<file path="config.mk">
export PLATFORM = sky130hd
export DESIGN_NAME = mc_control_fsm
export DESIGN_NICKNAME = d
export VERILOG_FILES = /design/src/rtl/mc_control_fsm.sv
export SDC_FILE = /design/constraint.sdc
export NUM_CORES = 1
export LEC_CHECK = 0
export CAP_MARGIN = 20
export CORE_UTILIZATION = 30
export CTS_BUF_LIST = sky130_fd_sc_hd__clkbuf_4
export CTS_CLUSTER_DIAMETER = 60
export DETAILED_ROUTE_END_ITERATION = 12
export SLEW_MARGIN = 20
export SYNTH_ARGS = -nofsm -noshare
export SYNTH_HDL_FRONTEND = slang
export SYNTH_SLANG_ARGS = --single-unit
</file>
<file path="constraint.sdc">
create_clock -name clk -period 3 [get_ports clk]
set_clock_uncertainty 0.2 [all_clocks]
set_input_delay 0.75 -clock clk [delete_from_list [all_inputs] [get_ports clk]]
set_output_delay 0.75 -clock clk [all_outputs]
set_load 0.01 [all_outputs]
</file>
<file path="src/rtl/mc_control_fsm.sv">
// -----------------------------------------------------------------------------
// mc_control_fsm
//   Multi-cycle control sequencer for an RV32I-subset datapath (add, sub, and,
//   or, addi, andi, ori, lw, sw, beq, all-zero NOP). Steps each instruction
//   through fetch / decode / execute / memory / writeback and drives every mux
//   select and write enable of a shared-memory multi-cycle datapath.
//
// Ports
//   clk, rst_n            rising-edge clock, asynchronous active-low reset
//   opcode/funct3/funct7_5 fields of the held instruction register
//   zero                  ALU zero flag (qualifies the beq PC load)
//   mem_ready             memory completed the current access this cycle
//   pc_write, ir_write    PC / IR+oldPC load enables
//   adr_src               memory address select (0 PC, 1 ALUOut)
//   mem_read, mem_write   memory access requests
//   reg_write             register file write enable
//   alu_src_a/b, alu_ctrl ALU operand selects and operation
//   result_src            result mux select
//   imm_src               immediate format, combinational from opcode
//   illegal               sticky illegal-instruction flag
//   state                 current state (debug)
//   retired               retired-instruction count, wraps
//
// Memory handshake: a request (mem_read in FETCH/MEMREAD, mem_write in
// MEMWRITE) is held steady until the cycle in which mem_ready is 1; that cycle
// completes the access and the FSM advances on the following edge. mem_ready
// is ignored in every state that does not access memory.
// -----------------------------------------------------------------------------
module mc_control_fsm #(
  parameter int CNT_W    = 32,
  parameter bit NOP_ZERO = 1'b1
) (
  input  logic             clk,
  input  logic             rst_n,
  input  logic [6:0]       opcode,
  input  logic [2:0]       funct3,
  input  logic             funct7_5,
  input  logic             zero,
  input  logic             mem_ready,
  output logic             pc_write,
  output logic             ir_write,
  output logic             adr_src,
  output logic             mem_read,
  output logic             mem_write,
  output logic             reg_write,
  output logic [1:0]       alu_src_a,
  output logic [1:0]       alu_src_b,
  output logic [2:0]       alu_ctrl,
  output logic [1:0]       result_src,
  output logic [1:0]       imm_src,
  output logic             illegal,
  output logic [3:0]       state,
  output logic [CNT_W-1:0] retired
);

  localparam logic [3:0] S_FETCH    = 4'd0;
  localparam logic [3:0] S_DECODE   = 4'd1;
  localparam logic [3:0] S_MEMADR   = 4'd2;
  localparam logic [3:0] S_MEMREAD  = 4'd3;
  localparam logic [3:0] S_MEMWB    = 4'd4;
  localparam logic [3:0] S_MEMWRITE = 4'd5;
  localparam logic [3:0] S_EXECR    = 4'd6;
  localparam logic [3:0] S_EXECI    = 4'd7;
  localparam logic [3:0] S_ALUWB    = 4'd8;
  localparam logic [3:0] S_BEQ      = 4'd9;
  localparam logic [3:0] S_ILLEGAL  = 4'd10;

  localparam logic [6:0] OP_LOAD   = 7'b0000011;
  localparam logic [6:0] OP_STORE  = 7'b0100011;
  localparam logic [6:0] OP_RTYPE  = 7'b0110011;
  localparam logic [6:0] OP_ITYPE  = 7'b0010011;
  localparam logic [6:0] OP_BRANCH = 7'b1100011;
  localparam logic [6:0] OP_NOP    = 7'b0000000;

  localparam logic [2:0] ALU_ADD = 3'b000;
  localparam logic [2:0] ALU_SUB = 3'b001;
  localparam logic [2:0] ALU_AND = 3'b010;
  localparam logic [2:0] ALU_OR  = 3'b011;

  localparam logic [CNT_W-1:0] CNT_ONE = {{(CNT_W-1){1'b0}}, 1'b1};

  logic [3:0]       state_q, state_d;
  logic             retire;
  logic             illegal_q;
  logic [CNT_W-1:0] retired_q;
  logic             funct_ok;
  logic [2:0]       alu_funct;

  // Raw (ungated) enables from the state decode.
  logic pc_write_c, ir_write_c, mem_read_c, mem_write_c, reg_write_c;

  // funct3 values shared by the R-type and I-type ALU groups.
  assign funct_ok = (funct3 == 3'b000) || (funct3 == 3'b111) || (funct3 == 3'b110);

  // Only register-register ops may select sub; addi ignores instr[30].
  always_comb begin
    alu_funct = ALU_ADD;
    case (funct3)
      3'b000:  alu_funct = ((state_q == S_EXECR) && funct7_5) ? ALU_SUB : ALU_ADD;
      3'b111:  alu_funct = ALU_AND;
      3'b110:  alu_funct = ALU_OR;
      default: alu_funct = ALU_ADD;
    endcase
  end

  // Next-state logic; retire marks the last cycle of a completed instruction.
  always_comb begin
    state_d = state_q;
    retire  = 1'b0;
    case (state_q)
      S_FETCH:  if (mem_ready) state_d = S_DECODE;
      S_DECODE: begin
        state_d = S_ILLEGAL;
        if ((opcode == OP_LOAD) && (funct3 == 3'b010))
          state_d = S_MEMADR;
        else if ((opcode == OP_STORE) && (funct3 == 3'b010))
          state_d = S_MEMADR;
        else if ((opcode == OP_RTYPE) && funct_ok)
          state_d = S_EXECR;
        else if ((opcode == OP_ITYPE) && funct_ok)
          state_d = S_EXECI;
        else if ((opcode == OP_BRANCH) && (funct3 == 3'b000))
          state_d = S_BEQ;
        else if (NOP_ZERO && (opcode == OP_NOP)) begin
          state_d = S_FETCH;
          retire  = 1'b1;
        end
      end
      // Only lw and sw reach MEMADR, so the opcode alone picks the direction.
      S_MEMADR:  state_d = (opcode == OP_LOAD) ? S_MEMREAD : S_MEMWRITE;
      S_MEMREAD: if (mem_ready) state_d = S_MEMWB;
      S_MEMWB: begin
        state_d = S_FETCH;
        retire  = 1'b1;
      end
      S_MEMWRITE: begin
        if (mem_ready) begin
          state_d = S_FETCH;
          retire  = 1'b1;
        end
      end
      S_EXECR, S_EXECI: state_d = S_ALUWB;
      S_ALUWB, S_BEQ: begin
        state_d = S_FETCH;
        retire  = 1'b1;
      end
      S_ILLEGAL: state_d = S_ILLEGAL;
      default:   state_d = S_ILLEGAL;
    endcase
  end

  // Moore output decode (mem_ready gates the fetch loads, zero gates beq).
  always_comb begin
    pc_write_c  = 1'b0;
    ir_write_c  = 1'b0;
    mem_read_c  = 1'b0;
    mem_write_c = 1'b0;
    reg_write_c = 1'b0;
    adr_src     = 1'b0;
    alu_src_a   = 2'b00;
    alu_src_b   = 2'b00;
    alu_ctrl    = ALU_ADD;
    result_src  = 2'b00;
    case (state_q)
      S_FETCH: begin
        mem_read_c = 1'b1;
        alu_src_b  = 2'b10;
        result_src = 2'b10;
        pc_write_c = mem_ready;
        ir_write_c = mem_ready;
      end
      S_DECODE: begin
        alu_src_a = 2'b01;
        alu_src_b = 2'b01;
      end
      S_MEMADR: begin
        alu_src_a = 2'b10;
        alu_src_b = 2'b01;
      end
      S_MEMREAD: begin
        adr_src    = 1'b1;
        mem_read_c = 1'b1;
      end
      S_MEMWB: begin
        result_src  = 2'b01;
        reg_write_c = 1'b1;
      end
      S_MEMWRITE: begin
        adr_src     = 1'b1;
        mem_write_c = 1'b1;
      end
      S_EXECR: begin
        alu_src_a = 2'b10;
        alu_src_b = 2'b00;
        alu_ctrl  = alu_funct;
      end
      S_EXECI: begin
        alu_src_a = 2'b10;
        alu_src_b = 2'b01;
        alu_ctrl  = alu_funct;
      end
      S_ALUWB: reg_write_c = 1'b1;
      S_BEQ: begin
        alu_src_a  = 2'b10;
        alu_src_b  = 2'b00;
        alu_ctrl   = ALU_SUB;
        pc_write_c = zero;
      end
      default: ;
    endcase
  end

  // Reset kills every enable combinationally so an in-flight memory access
  // is abandoned at once rather than at the next edge.
  assign pc_write  = pc_write_c  & rst_n;
  assign ir_write  = ir_write_c  & rst_n;
  assign mem_read  = mem_read_c  & rst_n;
  assign mem_write = mem_write_c & rst_n;
  assign reg_write = reg_write_c & rst_n;

  always_comb begin
    imm_src = 2'b00;
    case (opcode)
      OP_STORE:  imm_src = 2'b01;
      OP_BRANCH: imm_src = 2'b10;
      default:   imm_src = 2'b00;
    endcase
  end

  always_ff @(posedge clk or negedge rst_n) begin
    if (!rst_n) begin
      state_q   <= S_FETCH;
      retired_q <= '0;
      illegal_q <= 1'b0;
    end else begin
      state_q <= state_d;
      if (retire) retired_q <= retired_q + CNT_ONE;
      if (state_d == S_ILLEGAL) illegal_q <= 1'b1;
    end
  end

  assign state   = state_q;
  assign retired = retired_q;
  assign illegal = illegal_q;

endmodule

</file>
==> results.sh, run 1 <==
export IMPL_synth_top_family_by_area="simple AND/OR/NAND/NOR gates"
export IMPL_drt_initial_drc_count=105
export IMPL_grt_overflow=0
export IMPL_drtAntennaViolNets=0
export IMPL_period_share_pct=97.9
export IMPL_grt_pass1_wl_um=9180
export IMPL_synth_fp_nets=230
export IMPL_hold_viol_final=0
export IMPL_cap_violations=0
export IMPL_finalSetupViolCount=0
export IMPL_ys_seq_elements=37
export IMPL_post_dp_hpwl_um=4100
export IMPL_yosys_area_share_simple_pct=29.4
export IMPL_crit_arrival_ns=1.99
export IMPL_clk_latency_ns=0.33
export IMPL_final_cells=404
export IMPL_synth_top_cell_by_area="dfrtp_1"
export IMPL_fp_dieW_um=85.8
export IMPL_port_buffers=67
export IMPL_synth_flop_cell="dfrtp_1"
export IMPL_h_tree_depth=2
export IMPL_cts_made_buffers=5
export IMPL_yosysWarningCount=0
export IMPL_finalSetupTns_ns=0
export IMPL_crit_required_ns=2.05
export IMPL_grt_usage_pct=15.7
export IMPL_final_common_cell="clkdlybuf4s50_1"
export IMPL_end_kind="output pin"
export IMPL_status="completed"
export IMPL_worst_r2r_cell_count=5
export IMPL_rsz0062_at_grt="false"
export IMPL_start_kind="input port"
export IMPL_core_area_um2=6790
export IMPL_synth_cell_types=44
export IMPL_final_cell_mix="clkdlybuf4s50_1, dfrtp_1, xnor2_1"
export IMPL_synth_edf_count=0
export IMPL_gp_congestion=0.731
export IMPL_area_growth_synth_to_final_pct=48.3
export IMPL_vdd_ir_drop_max_mv=0.480
export IMPL_grt_pass1_vias=1874
export IMPL_synthAdderAreaFrac_pct=0.594
export IMPL_die_y_um=85.8
export IMPL_yosysTopAreaCellShare_pct=43.9
export IMPL_fmax_mhz=340
export IMPL_antenna_found_initial=0
export IMPL_n_antenna_cell=0
export IMPL_syn_area_per_cell_um2=9.85
export IMPL_grt_max_degree=28
export IMPL_worstSetupPathType="in2out"
export IMPL_powerDensity_nw_per_um2=603
export IMPL_rr_endpoint="retired[27]$_DFFE_PN0P_"
export IMPL_fillers=681
export IMPL_p_leak_uw=0.00134
export IMPL_fin_nets=324
export IMPL_dpl_worst_slack_ns=-0.499
export IMPL_vias_per_cell=4.78
export IMPL_regToRegStartpoint="retired[14]$_DFFE_PN0P_"
export IMPL_report_final_slew_viol_count=0
export IMPL_cts_path_max_buffers=2
export IMPL_maxSlewHeadroom_pct=50.3
export IMPL_via_count=1932
export IMPL_cts_tree="yes"
export IMPL_cts_sinks=37
export IMPL_worstMarginPinSlew_ns=0.739
export IMPL_synth_seq_area_share_pct=43.9
export IMPL_ff2ff_setup_slack_ns=0.81
export IMPL_wl_per_cell_um=13.5
export IMPL_drc=0
export IMPL_clkTransAtPathRegs_ns=0.10
export IMPL_num_rows=30
export IMPL_start_util_pct=31.0
export IMPL_hold_path_class="in2async"
export IMPL_setup_ws_ns=0.0620
export IMPL_cp_max_fo=3
export IMPL_synthCells=214
export IMPL_die_area_um2=7360
export IMPL_synth_compound_area_share_pct=7.84
export IMPL_synth_area_leaders="dfrtp_1, xnor2_1, nand4_1"
export IMPL_period_needed_ns=2.94
export IMPL_clockRootBuffer="clkbuf_4"
export IMPL_wl_um=5460
export IMPL_async_reset_ff_share_pct=100
export IMPL_synthesis_area_um2=2110
export IMPL_drive_gt1_share_pct=16.6
export IMPL_dp_cells=390
export IMPL_ios=69
export IMPL_firstDrtPassIters=4
export IMPL_synth_xor_area_share_pct=13.7
export IMPL_post_route_util_pct=46.0
export IMPL_synthMuxAreaShare_pct=0.534
[metrics by stage]
stage                     total power [uW]  area, um^2  hold slack [ns]
after floorplan                       1160        2110            0.254
after global placement                1610        3000            0.263
after detailed placement              1620        3000            0.255
after CTS                             1890        3080            0.243
after global routing                  2020        3130            0.242
final                                 1880        3130            0.249
[cells by family (layout without fill, tap and decap cells)]
kind of cell | Yosys count | after routing
AO/OA/AOI/OAI | 22 | 22
XOR/XNOR | 33 | 33
adder cells (fa/ha/maj) | 1 | 1
buffers and inverters | 11 | 105
flip-flops | 37 | 37
multiplexers | 1 | 1
other | 1 | 1
AND/OR/NAND/NOR | 108 | 108
[per-layer routing]
layer / up-vias / global-route usage [%] / part of all wire [%]
met2: 41 / 25.0 / 48
li1: 961 / - / -
met4: 0 / 5.00 / 1.6
met1: 921 / 21.8 / 47
met5: - / 0 / 0
met3: 9 / 2.41 / 3.4
[registers in the layout (all words and copies together) (netlist names)]
signal and cells:
retired 32, state 4, illegal 1
[final cells by class]
class	instances	area [um^2]	share of cell area [%]
Timing Repair Buffer	96	887	28.4
Clock buffer	6	45.0	1.44
Inverter	2	12.5	0.400
Multi-Input combinational cell	166	1130	36.1
Clock inverter	1	3.75	0.120
Sequential cell	37	930	29.7
Tap cell	96	120	3.84
[cells in the mapped netlist (2+ instances only)]
master / instances
xor2_1: 2
clkbuf_1: 4
nor2b_1: 3
and4_1: 2
nor2_1: 14
nor3_1: 6
nor4_1: 4
nand4_1: 19
xnor2_1: 31
o21ai_0: 5
nor4b_1: 3
dfrtp_1: 37
nand3_1: 10
and3_1: 9
nand2_1: 17
nand3b_1: 2
nand2b_1: 5
and2_1: 5
buf_6: 4
a21oi_1: 6
nor3b_1: 3
[worst max path at each step]
stage,from,to,slack [ns],depth (start not counted)
3_5_place_dp,opcode[0],imm_src[1],-0.50,5
5_1_grt,state[1]$_DFF_PN0_,ir_write,0.005,4
3_3_place_gp,opcode[0],imm_src[1],-0.46,5
6_report,funct3[1],alu_ctrl[0],0.06,5
2_1_floorplan,state[0]$_DFF_PN0_,pc_write,0.44,4
4_1_cts,state[1]$_DFF_PN0_,alu_src_a[0],0.0005,3
[power breakdown]
group | switching [uW] | internal, uW
clock network | 151 | 94.3
logic | 457 | 519
registers | 93.0 | 570
[what timing repair did]
| item | in CTS | in global routing |
|---|---|---|
| pin swaps | 1 | 2 |
| hold buffers | 0 | 0 |
| setup endpoints to repair | 8 | 5 |
| gates resized for setup | 22 | 8 |
| buffers inserted | 3 | 4 |
[worst max-delay path, cell delays in order]
cell,delay [ns]
clkdlybuf4s50_1,0.46
nor4b_2,0.24
nor2_1,0.07
o31ai_1,0.28
buf_2,0.20
No activity file was read; power rests on OpenSTA's default activity.
==> run 2, diff against run 1 <==
--- a/config.mk
+++ b/config.mk
@@ -6,10 +6,11 @@
 export NUM_CORES = 1
 export LEC_CHECK = 0
 export CAP_MARGIN = 20
-export CORE_UTILIZATION = 30
+export CORE_UTILIZATION = 51
 export CTS_BUF_LIST = sky130_fd_sc_hd__clkbuf_4
 export CTS_CLUSTER_DIAMETER = 60
 export DETAILED_ROUTE_END_ITERATION = 12
+export PLACE_DENSITY = 0.88
 export SLEW_MARGIN = 20
 export SYNTH_ARGS = -nofsm -noshare
 export SYNTH_HDL_FRONTEND = slang
==> constraint.sdc (replaced) <==
create_clock -name clk -period 3.6 [get_ports clk]
set_clock_uncertainty 0.2 [all_clocks]
set_input_delay 0.9 -clock clk [delete_from_list [all_inputs] [get_ports clk]]
set_output_delay 0.9 -clock clk [all_outputs]
set_load 0.01 [all_outputs]
==> run 2 against run 1 <==
Effect of this change: critical path depth unchanged; flip-flop and latch count unchanged; via count fell by 0.83%; routed wire length is 3.8% lower; non-clock buffer count decreased by 21; die area shrank 40%; global-route usage rose by 11 points; total power is 21% lower; cell count is 17% lower; critical endpoint is now imm_src[0]; largest power group unchanged; highest routed layer unchanged.
==> results.sh, run 2 (same netlist as run 1, synthesis figures left out) <==
export IMPL_gp_congestion=0.813
export IMPL_crit_required_ns=2.50
export IMPL_finalSetupTns_ns=0
export IMPL_drc=0
export IMPL_h_tree_depth=2
export IMPL_post_dp_hpwl_um=3830
export IMPL_placed_cell_area_um2=2830
export IMPL_clkTransAtPathRegs_ns=0.10
export IMPL_p_sw_uw=576
export IMPL_cp_startpoint="opcode[3]"
export IMPL_power_switching_share_pct=38.5
export IMPL_largest_reg_flops=32
export IMPL_start_kind="input port"
export IMPL_path_buf_inv=2
export IMPL_clk_latency_ns=0.34
export IMPL_critPathMaxStageDelay_ns=0.47
export IMPL_vias_per_cell=5.70
export IMPL_vdd_ir_drop_max_mv=0.513
export IMPL_finalSetupViolCount=0
export IMPL_cts_sinks=37
export IMPL_maxSlewHeadroom_pct=54.2
export IMPL_seqPwrFrac_pct=40.5
export IMPL_ios=69
export IMPL_start_util_pct=55.5
export IMPL_post_route_util_pct=76.4
export IMPL_regToRegStartpoint="state[1]$_DFF_PN0_"
export IMPL_drtAntennaViolNets=0
export IMPL_fin_nets=303
export IMPL_core_area_um2=3800
export IMPL_die_area_um2=4390
export IMPL_worstMarginPinSlew_ns=0.685
export IMPL_rsz0062_at_grt="false"
export IMPL_grt_overflow=0
export IMPL_powerDensity_nw_per_um2=515
export IMPL_firstDrtPassIters=4
export IMPL_report_final_slew_viol_count=0
export IMPL_final_cells=336
export IMPL_cts_tree="yes"
export IMPL_num_rows=22
export IMPL_grt_max_degree=28
export IMPL_cp_max_fo=2
export IMPL_cts_made_buffers=5
export IMPL_cp_slowest_cell="clkdlybuf4s50_1"
export IMPL_cts_hold_buffers=0
export IMPL_antenna_found_initial=0
export IMPL_period_share_pct=96.2
export IMPL_drt_initial_drc_count=139
export IMPL_comb_power_share_pct=45.0
export IMPL_status="completed"
export IMPL_final_common_cell="clkdlybuf4s50_1"
export IMPL_post_route_cell_area_um2=2900
export IMPL_n_antenna_cell=0
export IMPL_crit_arrival_ns=2.36
export IMPL_fillers=280
export IMPL_end_kind="output pin"
export IMPL_multi_input_area_um2=1120
export IMPL_fp_dieW_um=66.3
export IMPL_worstSetupPathType="in2out"
export IMPL_hold_viol_final=0
export IMPL_cp_top_family="buffers and inverters"
export IMPL_port_buffers=67
export IMPL_p_leak_uw=0.00119
export IMPL_drive_gt1_share_pct=8.68
export IMPL_path_cells="clkdlybuf4s50_1 > nor4bb_4 > nand2b_1 > nor3b_1 > dlygate4sd2_1"
export IMPL_dp_cells=328
export IMPL_pwr_share_clk_pct=14.4
export IMPL_die_y_um=66.3
export IMPL_grt_pass1_vias=1799
export IMPL_wl_um=5250
export IMPL_fmax_mhz=289
export IMPL_internal_power_uw=920
export IMPL_final_cell_mix="clkdlybuf4s50_1, dfrtp_1, xnor2_1"
export IMPL_setup_ws_ns=0.137
export IMPL_via_count=1916
export IMPL_area_sequential_um2=926
export IMPL_area_growth_synth_to_final_pct=37.7
export IMPL_cts_path_max_buffers=2
export IMPL_grt_usage_pct=26.5
export IMPL_grt_pass1_wl_um=8800
export IMPL_clockRootBuffer="clkbuf_4"
export IMPL_cap_violations=0
export IMPL_dpl_worst_slack_ns=-0.189
export IMPL_wl_per_cell_um=15.6
export IMPL_ff2ff_setup_slack_ns=1.07
export IMPL_period_needed_ns=3.46
export IMPL_hold_path_class="in2async"
run 2: power groups by stage:
| stage | registers (uW) | logic, uW | clock network, uW |
|---|---|---|---|
| global placement | 605 | 654 | 0 |
| detailed placement | 608 | 667 | 0 |
| global route | 621 | 728 | 241 |
| finish | 606 | 673 | 216 |
| floorplan | 567 | 403 | 0 |
| CTS | 602 | 676 | 220 |
run 2: layout make-up:
cell class / instances / area share, %
Multi-Input combinational cell: 166 / 38.7
Sequential cell: 37 / 31.9
Timing Repair Buffer: 75 / 25.0
Clock inverter: 2 / 0.345
Inverter: 2 / 0.431
Clock buffer: 6 / 1.55
Tap cell: 48 / 2.07
run 2: metal layers:
| layer | global-route usage, % | part of all wire, % | vias up |
|---|---|---|---|
| li1 | - | - | 924 |
| met1 | 35.1 | 43 | 922 |
| met2 | 43.6 | 52 | 60 |
| met3 | 5.69 | 4.2 | 10 |
| met4 | 7.45 | 1.2 | 0 |
| met5 | 0 | 0 | - |
run 2: final timing paths:
path                                      endpoint  cells past startpoint
max                                     imm_src[0]                      5
min                             state[3]$_DFF_PN0_                      1
max reg2reg                retired[22]$_DFFE_PN0P_                      7
min reg2reg                retired[31]$_DFFE_PN0P_                      1
max in group asynchronous   retired[9]$_DFFE_PN0P_                      2
min in group clk           retired[31]$_DFFE_PN0P_                      1
run 2: what timing repair did:
| item | CTS | global route |
|---|---|---|
| setup buffers | 0 | 0 |
| endpoints found under the hold margin | 0 | 0 |
| setup endpoints to repair | 2 | 1 |
| gates resized for setup | 4 | 2 |
run 2: metrics by stage:
step	power (uW)	hold slack [ns]
after global placement	1260	0.264
after CTS	1500	0.214
after global routing	1590	0.211
after detailed placement	1270	0.266
after floorplan	970	0.293
final	1500	0.224
run 2: worst register-to-register path: stages (launching register included):
cell      delay (ns)
dfrtp_1         0.63
or4b_4          0.67
clkinv_4        0.09
nand2_4         0.05
o32ai_4         0.12
buf_4           0.32
nand4_1         0.18
xnor2_1         0.17
